**src/rtl/uart_rx_deser.sv**
```systemverilog
// rtl/uart_rx_deser.sv - 8N1 UART receiver with a valid/ready byte output, framing-error and overrun flags
// Optional UART_RX_MAJORITY_EN: each bit decision is a 2-of-3 vote around the sample point, one clock later
module uart_rx_deser #(
    parameter int CLK_FREQ = 50000000,
    parameter int BAUD     = 9600
) (
    input  logic       clk,
    input  logic       rst_n,
    input  logic       rs232_rx,
    output logic [7:0] rx_data,
    output logic       rx_valid,
    input  logic       rx_ready,
    output logic       rx_busy,
    output logic       frame_err,
    output logic       overrun
);

    localparam int BIT_CYC  = CLK_FREQ / BAUD;
    localparam int HALF_CYC = BIT_CYC / 2;
    localparam int CW       = (BIT_CYC > 2) ? $clog2(BIT_CYC) : 1;

    localparam logic [CW-1:0] BIT_TERM  = CW'(BIT_CYC - 1);
    localparam logic [CW-1:0] HALF_TERM = CW'(HALF_CYC - 1);

    typedef enum logic [2:0] {
        S_IDLE,
        S_START,
        S_DATA,
        S_STOP,
        S_DELIVER,
        S_BREAK
    } state_t;

    state_t          state_q, state_d;
    logic            sync1_q, sync1_d;
    logic            sync2_q, sync2_d;
    logic            sync3_q, sync3_d;
    logic [CW-1:0]   cnt_q, cnt_d;
    logic [2:0]      bit_idx_q, bit_idx_d;
    logic [7:0]      shift_q, shift_d;
    logic [7:0]      rx_data_q, rx_data_d;
    logic            rx_valid_q, rx_valid_d;
    logic            rx_busy_q, rx_busy_d;
    logic            frame_err_q, frame_err_d;
    logic            overrun_q, overrun_d;

    logic            start_edge;
    logic            tick;
    logic            decide;
    logic            sample;
    logic            handshake;
    logic [CW-1:0]   term;

`ifdef UART_RX_MAJORITY_EN
    logic            hist1_q, hist1_d;
    logic            hist2_q, hist2_d;
    logic            tick_q, tick_d;
`endif

    always_comb begin
        sync1_d     = rs232_rx;
        sync2_d     = sync1_q;
        sync3_d     = sync2_q;
        start_edge  = sync3_q & ~sync2_q;

        term = (state_q == S_START) ? HALF_TERM : BIT_TERM;
        tick = (state_q inside {S_START, S_DATA, S_STOP}) && (cnt_q == term);

`ifdef UART_RX_MAJORITY_EN
        // Decision is taken the cycle after the terminal count, voting over terminal-1..terminal+1
        hist1_d = sync2_q;
        hist2_d = hist1_q;
        tick_d  = tick;
        decide  = tick_q;
        sample  = (hist2_q & hist1_q) | (hist2_q & sync2_q) | (hist1_q & sync2_q);
`else
        decide  = tick;
        sample  = sync2_q;
`endif

        if (state_q inside {S_START, S_DATA, S_STOP}) begin
            cnt_d = tick ? '0 : cnt_q + 1'b1;
        end else begin
            cnt_d = '0;
        end

        state_d     = state_q;
        bit_idx_d   = bit_idx_q;
        shift_d     = shift_q;
        frame_err_d = 1'b0;

        case (state_q)
            S_IDLE: begin
                if (start_edge) state_d = S_START;
            end
            S_START: begin
                if (decide) begin
                    bit_idx_d = 3'd0;
                    state_d   = sample ? S_IDLE : S_DATA;
                end
            end
            S_DATA: begin
                if (decide) begin
                    shift_d   = {sample, shift_q[7:1]};
                    bit_idx_d = bit_idx_q + 3'd1;
                    if (bit_idx_q == 3'd7) state_d = S_STOP;
                end
            end
            S_STOP: begin
                if (decide) begin
                    if (sample) begin
                        state_d = S_DELIVER;
                    end else begin
                        frame_err_d = 1'b1;
                        state_d     = S_BREAK;
                    end
                end
            end
            S_DELIVER: state_d = S_IDLE;
            S_BREAK: begin
                // Hold here until the line idles so a held-low line cannot look like a new start
                if (sync2_q) state_d = S_IDLE;
            end
            default: state_d = S_IDLE;
        endcase

        rx_busy_d = (state_d != S_IDLE);

        handshake  = rx_valid_q & rx_ready;
        rx_data_d  = rx_data_q;
        rx_valid_d = rx_valid_q;
        overrun_d  = overrun_q;
        if (handshake) begin
            rx_valid_d = 1'b0;
            overrun_d  = 1'b0;
        end
        if (state_q == S_DELIVER) begin
            if (!rx_valid_q || handshake) begin
                rx_data_d  = shift_q;
                rx_valid_d = 1'b1;
            end else begin
                overrun_d  = 1'b1;
            end
        end
    end

    always_ff @(posedge clk or negedge rst_n) begin
        if (!rst_n) begin
            state_q     <= S_IDLE;
            sync1_q     <= 1'b1;
            sync2_q     <= 1'b1;
            sync3_q     <= 1'b1;
            cnt_q       <= '0;
            bit_idx_q   <= 3'd0;
            shift_q     <= 8'd0;
            rx_data_q   <= 8'd0;
            rx_valid_q  <= 1'b0;
            rx_busy_q   <= 1'b0;
            frame_err_q <= 1'b0;
            overrun_q   <= 1'b0;
`ifdef UART_RX_MAJORITY_EN
            hist1_q     <= 1'b1;
            hist2_q     <= 1'b1;
            tick_q      <= 1'b0;
`endif
        end else begin
            state_q     <= state_d;
            sync1_q     <= sync1_d;
            sync2_q     <= sync2_d;
            sync3_q     <= sync3_d;
            cnt_q       <= cnt_d;
            bit_idx_q   <= bit_idx_d;
            shift_q     <= shift_d;
            rx_data_q   <= rx_data_d;
            rx_valid_q  <= rx_valid_d;
            rx_busy_q   <= rx_busy_d;
            frame_err_q <= frame_err_d;
            overrun_q   <= overrun_d;
`ifdef UART_RX_MAJORITY_EN
            hist1_q     <= hist1_d;
            hist2_q     <= hist2_d;
            tick_q      <= tick_d;
`endif
        end
    end

    assign rx_data   = rx_data_q;
    assign rx_valid  = rx_valid_q;
    assign rx_busy   = rx_busy_q;
    assign frame_err = frame_err_q;
    assign overrun   = overrun_q;

endmodule

```
**config.mk**
```make
export PLATFORM = sky130hd
export DESIGN_NAME = uart_rx_deser
export DESIGN_NICKNAME = d
export VERILOG_FILES = /design/src/rtl/uart_rx_deser.sv
export SDC_FILE = /design/constraint.sdc
export NUM_CORES = 1
export LEC_CHECK = 0
export ABC_AREA = 1
export CORE_MARGIN = 2
export CORE_UTILIZATION = 35
export CTS_BUF_LIST = sky130_fd_sc_hd__clkbuf_16
export DETAILED_ROUTE_END_ITERATION = 6
export GPL_ROUTABILITY_DRIVEN = 0
export PLACE_DENSITY = 0.5
export SYNTH_ARGS = -nofsm -noshare
export SYNTH_HDL_FRONTEND = slang
export SYNTH_SLANG_ARGS = --single-unit
```
**constraint.sdc**
```tcl
create_clock -name clk -period 3.7 [get_ports clk]
set_input_delay 0.74 -clock clk [delete_from_list [all_inputs] [get_ports clk]]
set_output_delay 0.74 -clock clk [all_outputs]
set_load 0.02 [all_outputs]
```
Word level (Yosys, flattened, before mapping)
Cells that the tools add are included.
Operators by class
  $add $sub $neg: 2
  equality and inequality tests: 9
  muxes and demuxes: 24
  bitwise operators: 3
  reduce and logical (&&, ||, !) cells: 10
Operators with widths (number)
  two-way mux 13 bit: 3
  two-way mux 3 bit: 8
  one-hot mux 3 bit (5 select lines): 1
  adder 13 x 1 -> 13 bit (second input constant): 1
  == test 13 bit: 1
  two-way mux 1 bit: 10
  == test 3 bit (second input constant): 3
  == test 3 x 2 -> 1 bit (second input constant): 2
  one-hot mux 3 bit (2 select lines): 1
  nonzero test 3 bit: 2
  inequality test 2 bit (second input constant): 2
  AND reduction 2 bit: 2
  adder 3 x 1 -> 3 bit (second input constant): 1
  == test 3 x 1 -> 1 bit (second input constant): 1
  logical NOT 3 bit: 1
  AND reduction 3 bit: 1
  bitwise AND 1 bit: 2
  two-way mux 2 bit: 1
  nonzero test 2 bit: 1
  logical AND 1 bit: 1
  logical NOT 1 bit: 1
  logical OR 1 bit: 1
  NOT 1 bit: 1
Word-level totals
  register bits after elaboration: 42
  input port bits: 4
  output and inout bits: 12
  word-level logic and storage cells: 60

Depth between registers and ports, before layout
  word-level depth: 7
  gate-level depth with buffers: 11
  gate-level depth less buffers: 11

Least setup slack after synthesis
Ideal clock, no wire load.
  path type: input-to-reg
  start point: input rx_ready
  end point: register rx_data_q[1] (netlist: rx_data[1])
  library setup time: 0.131 ns
  arrival: 1.316 ns
  required time: 3.569 ns
  setup slack: 2.253 ns
  stages on the path: 5
  buffers on the path: 1
  cells stage by stage: inv_1 nand2_1 nand2_1 clkbuf_1 o21ai_0
On the way
  longest elaborated chain between the ends: 3
RTL lines
  from (decl): line 12  | input logic rx_ready,
  bitwise AND 1 bit: line 129  | handshake = rx_valid_q & rx_ready;
  logical OR 1 bit: line 138  | if (!rx_valid_q || handshake) begin
  AND reduction 2 bit (no line)
  to (signal assigned): line 174  | rx_data_q <= rx_data_d;
  to (decl): line 41  | logic [7:0] rx_data_q, rx_data_d;
No other way between the ends.
A chain may end at the register's enable or synchronous reset.

Final worst setup path
  start point: register rx_data_q[5] (netlist: rx_data[5])
  end point: output rx_data[5]
RTL lines
  to (decl): line 10  | output logic [7:0] rx_data,
No word-level cell between the ends.

==> qor.yml <==
cells_and_area:
  fillers: 555
  final_common_cell: "nand2_1"
  drive_gt1_frac: 0.1845
  multi_input_area_um2: 762.0
  area_growth_pct: 17.55
  fin_cells: 305
  nets: 239
  finalInstanceArea_um2: 2330
  diodes: 0
  final_cell_mix: "nand2_1, dfrtp_1, inv_1"
  seq_area_um2: 1055
floorplanning:
  core-area_um2: 5473
  fp-row-count: 27
  io_pins: 16
  start_util: 0.3621
  die-area_um2: 6281
  die_h_um: 79.25
  die_w_um: 79.25
global_routing:
  first_global_vias: 1395
  grt_use_total: 0.1342
  gr-total-overflow: 0
  grt-busiest-layer: "met2"
  grt_max_degree: 43
  gr-usage-met3: 0.03750
  grt_first_pass_wirelength_mm: 6.417
  use_met1: 0.1839
  use_met2: 0.1966
  antenna_found_initial: 0
routing:
  viasPerCell: 4.475
  drtAntennaViolNets: 0
  first_pass_iters: 4
  routedWlPerCell_um: 11.34
  vias: 1365
  route.detailed.drc: 0
  first_iter_violations: 94
  wirelength_mm: 3.459
clocking:
  cts_root_buffer: "clkbuf_16"
  cts.clk_slew.worst_paths_ns: 0.06
  clk_latency_ns: 0.28
  cts_made_buffers: 5
  cts_hold_buf: 0
  post_cts_buffers: 0
  cts_resized: 0
  clock-sinks: 42
  htree_levels: 2
  cts_tree: "yes"
  clock_path_buffers: 2
job:
  maxCapViolCount: 0
synth:
  synthXorXnorAreaFrac: 0.03093
  syn_area_per_cell_um2: 9.305
  synth-edff-count: 0
  synth_async_sr_flop_share: 1.000
  synth_cell_types: 32
  synth_ff_type: "dfrtp_1"
  post-synth-top-area-cell: "dfrtp_1"
  syn-num-nets: 220
  netlist_instances: 213
  synthMuxAreaShare: 0.005682
  ys_seq_area_frac: 0.5322
  yosys.area_share.adder: 0.01894
  synthTopCellsByArea: "dfrtp_1, nand2_1, inv_1"
  synth_top_family_by_area: "simple AND/OR/NAND/NOR gates"
  synth_compound_area_frac: 0.09217
  syn_area_um2: 1982
  yosys_warnings: 0
  yosys.area_share.simple: 0.2367
  ys_ff_latch: 42
  synth_top_cell_area_share: 0.4924
run_status:
  outcome: "complete, no violations"
pwr:
  total_power_mw: 1.084
  powerDensity_nw_per_um2: 465.2
  irDropWorstVdd_uv: 173.1
  p_leak_nw: 1.090
worst_setup_path:
  crit_required_ns: 2.96
  worstPathArrival_ns: 1.26
  slowest_stage: "clkdlybuf4s50_1"
  crit_path_end_kind: "primary output"
  crit_family: "buffers and inverters"
  crit_chain: "clkdlybuf4s50_1"
  cp-start-kind: "register"
  path_class: "register to primary output"
  cpPeakStageDelay_ns: 0.62
  worst-path-buf-inv: 1
  cp_max_fo: 2
timing:
  fin_crit_ns: 1.999
  skew_ns: 0.005345
  slew_headroom: 0.3907
  finalSetupTns_ns: 0
  rsz0062_at_grt: "no"
  whs_ns: 0.3564
  clock.fmax_mhz: 500.2
  drv_slew: 0
  fin_crit_sh: 0.5403
  setup_violations: 0
  max_slew.worst_pin.slew_ns: 0.9140
  hold_viol: 0
place:
  placed_cells: 297
  dpl_cell_area_um2: 2187
  port_buffers: 15
  dp_hpwl_mm: 2.433
min_path:
  hold_class: "register to register"
-- power breakdown --
| part | switching [mW] | internal [mW] |
|---|---|---|
| clock network | 0.175 | 0.247 |
| logic | 0.0917 | 0.0504 |
| registers | 0.0273 | 0.492 |
-- metrics by stage --
| stage | setup slack [ns] | util |
|---|---|---|
| global route | 1.661 | 0.4257 |
| detailed placement | 1.566 | 0.3996 |
| floorplan | 2.253 | - |
| finish | 1.701 | 0.4257 |
| CTS | 1.694 | 0.4257 |
| global placement | 1.563 | 0.3996 |
-- routing by layer --
layer / vias to the layer above / part of all wire
met5: - / 0
met4: 0 / 0.018
met3: 6 / 0.042
met2: 29 / 0.44
met1: 626 / 0.50
li1: 704 / -
-- worst reg2reg max path: cells and delay by family, from the launching register on --
kind                   cells  cell delay (ns)
buffers and inverters      1             0.12
flip-flops                 1             0.43
AND/OR/NAND/NOR           10             1.04
-- cell families (layout without fill, tap and decap cells) --
kind of cell | count (synthesis) | in the layout
XOR/XNOR | 7 | 7
flip-flops | 42 | 42
AND/OR/NAND/NOR | 91 | 91
adder cells (fa/ha/maj) | 3 | 3
multiplexers | 1 | 1
AO/OA/AOI/OAI | 30 | 30
buffers and inverters | 39 | 59
-- cell usage after synthesis (2+ instances only) --
master	number
nor2_2	3
nor2_1	23
nand2_1	40
xor2_1	5
nand2_2	6
dfstp_2	3
o21ai_2	4
o21ai_1	8
nand3_2	2
xnor2_1	2
nor3b_1	2
a21oi_1	5
inv_1	28
ha_1	3
o21ai_0	9
inv_2	8
dfrtp_1	39
nand3_1	5
nor3_2	3
nor3_1	2
a22o_1	2
-- final cells by class --
class	instances	area share
Inverter	36	0.05800
Sequential cell	42	0.4527
Timing Repair Buffer	15	0.06230
Clock inverter	3	0.007519
Clock buffer	5	0.05371
Tap cell	72	0.03867
Multi-Input combinational cell	132	0.3271
-- path summary, 6_finish.rpt --
path / start / end / slack [ns] / depth (start not counted)
setup / recovery: rx_data[5]$_DFFE_PN0P_ / rx_data[5] / 1.70 / 1
hold / removal: sync1_q$_DFF_PN1_ / sample$_DFF_PN1_ / 0.36 / 0
setup reg to reg: cnt_q[4]$_DFF_PN0_ / rx_busy$_DFF_PN0_ / 2.04 / 11
hold reg to reg: sync1_q$_DFF_PN1_ / sample$_DFF_PN1_ / 0.36 / 0
max in group asynchronous: rst_n / bit_idx_q[1]$_DFFE_PN0P_ / 2.54 / 1
min in group asynchronous: rst_n / cnt_q[5]$_DFF_PN0_ / 0.59 / 1
-- sequential cells by signal, summed over array words and instances (netlist names) --
name / count
bit_idx_q: 3
state_q: 3
frame_err: 1
rx_busy: 1
shift_q: 8
sync3_q: 1
rx_valid: 1
rx_data: 8
sync1_q: 1
cnt_q: 13
sample: 1
overrun: 1
Note: power is estimated with default switching activity, not from simulation.
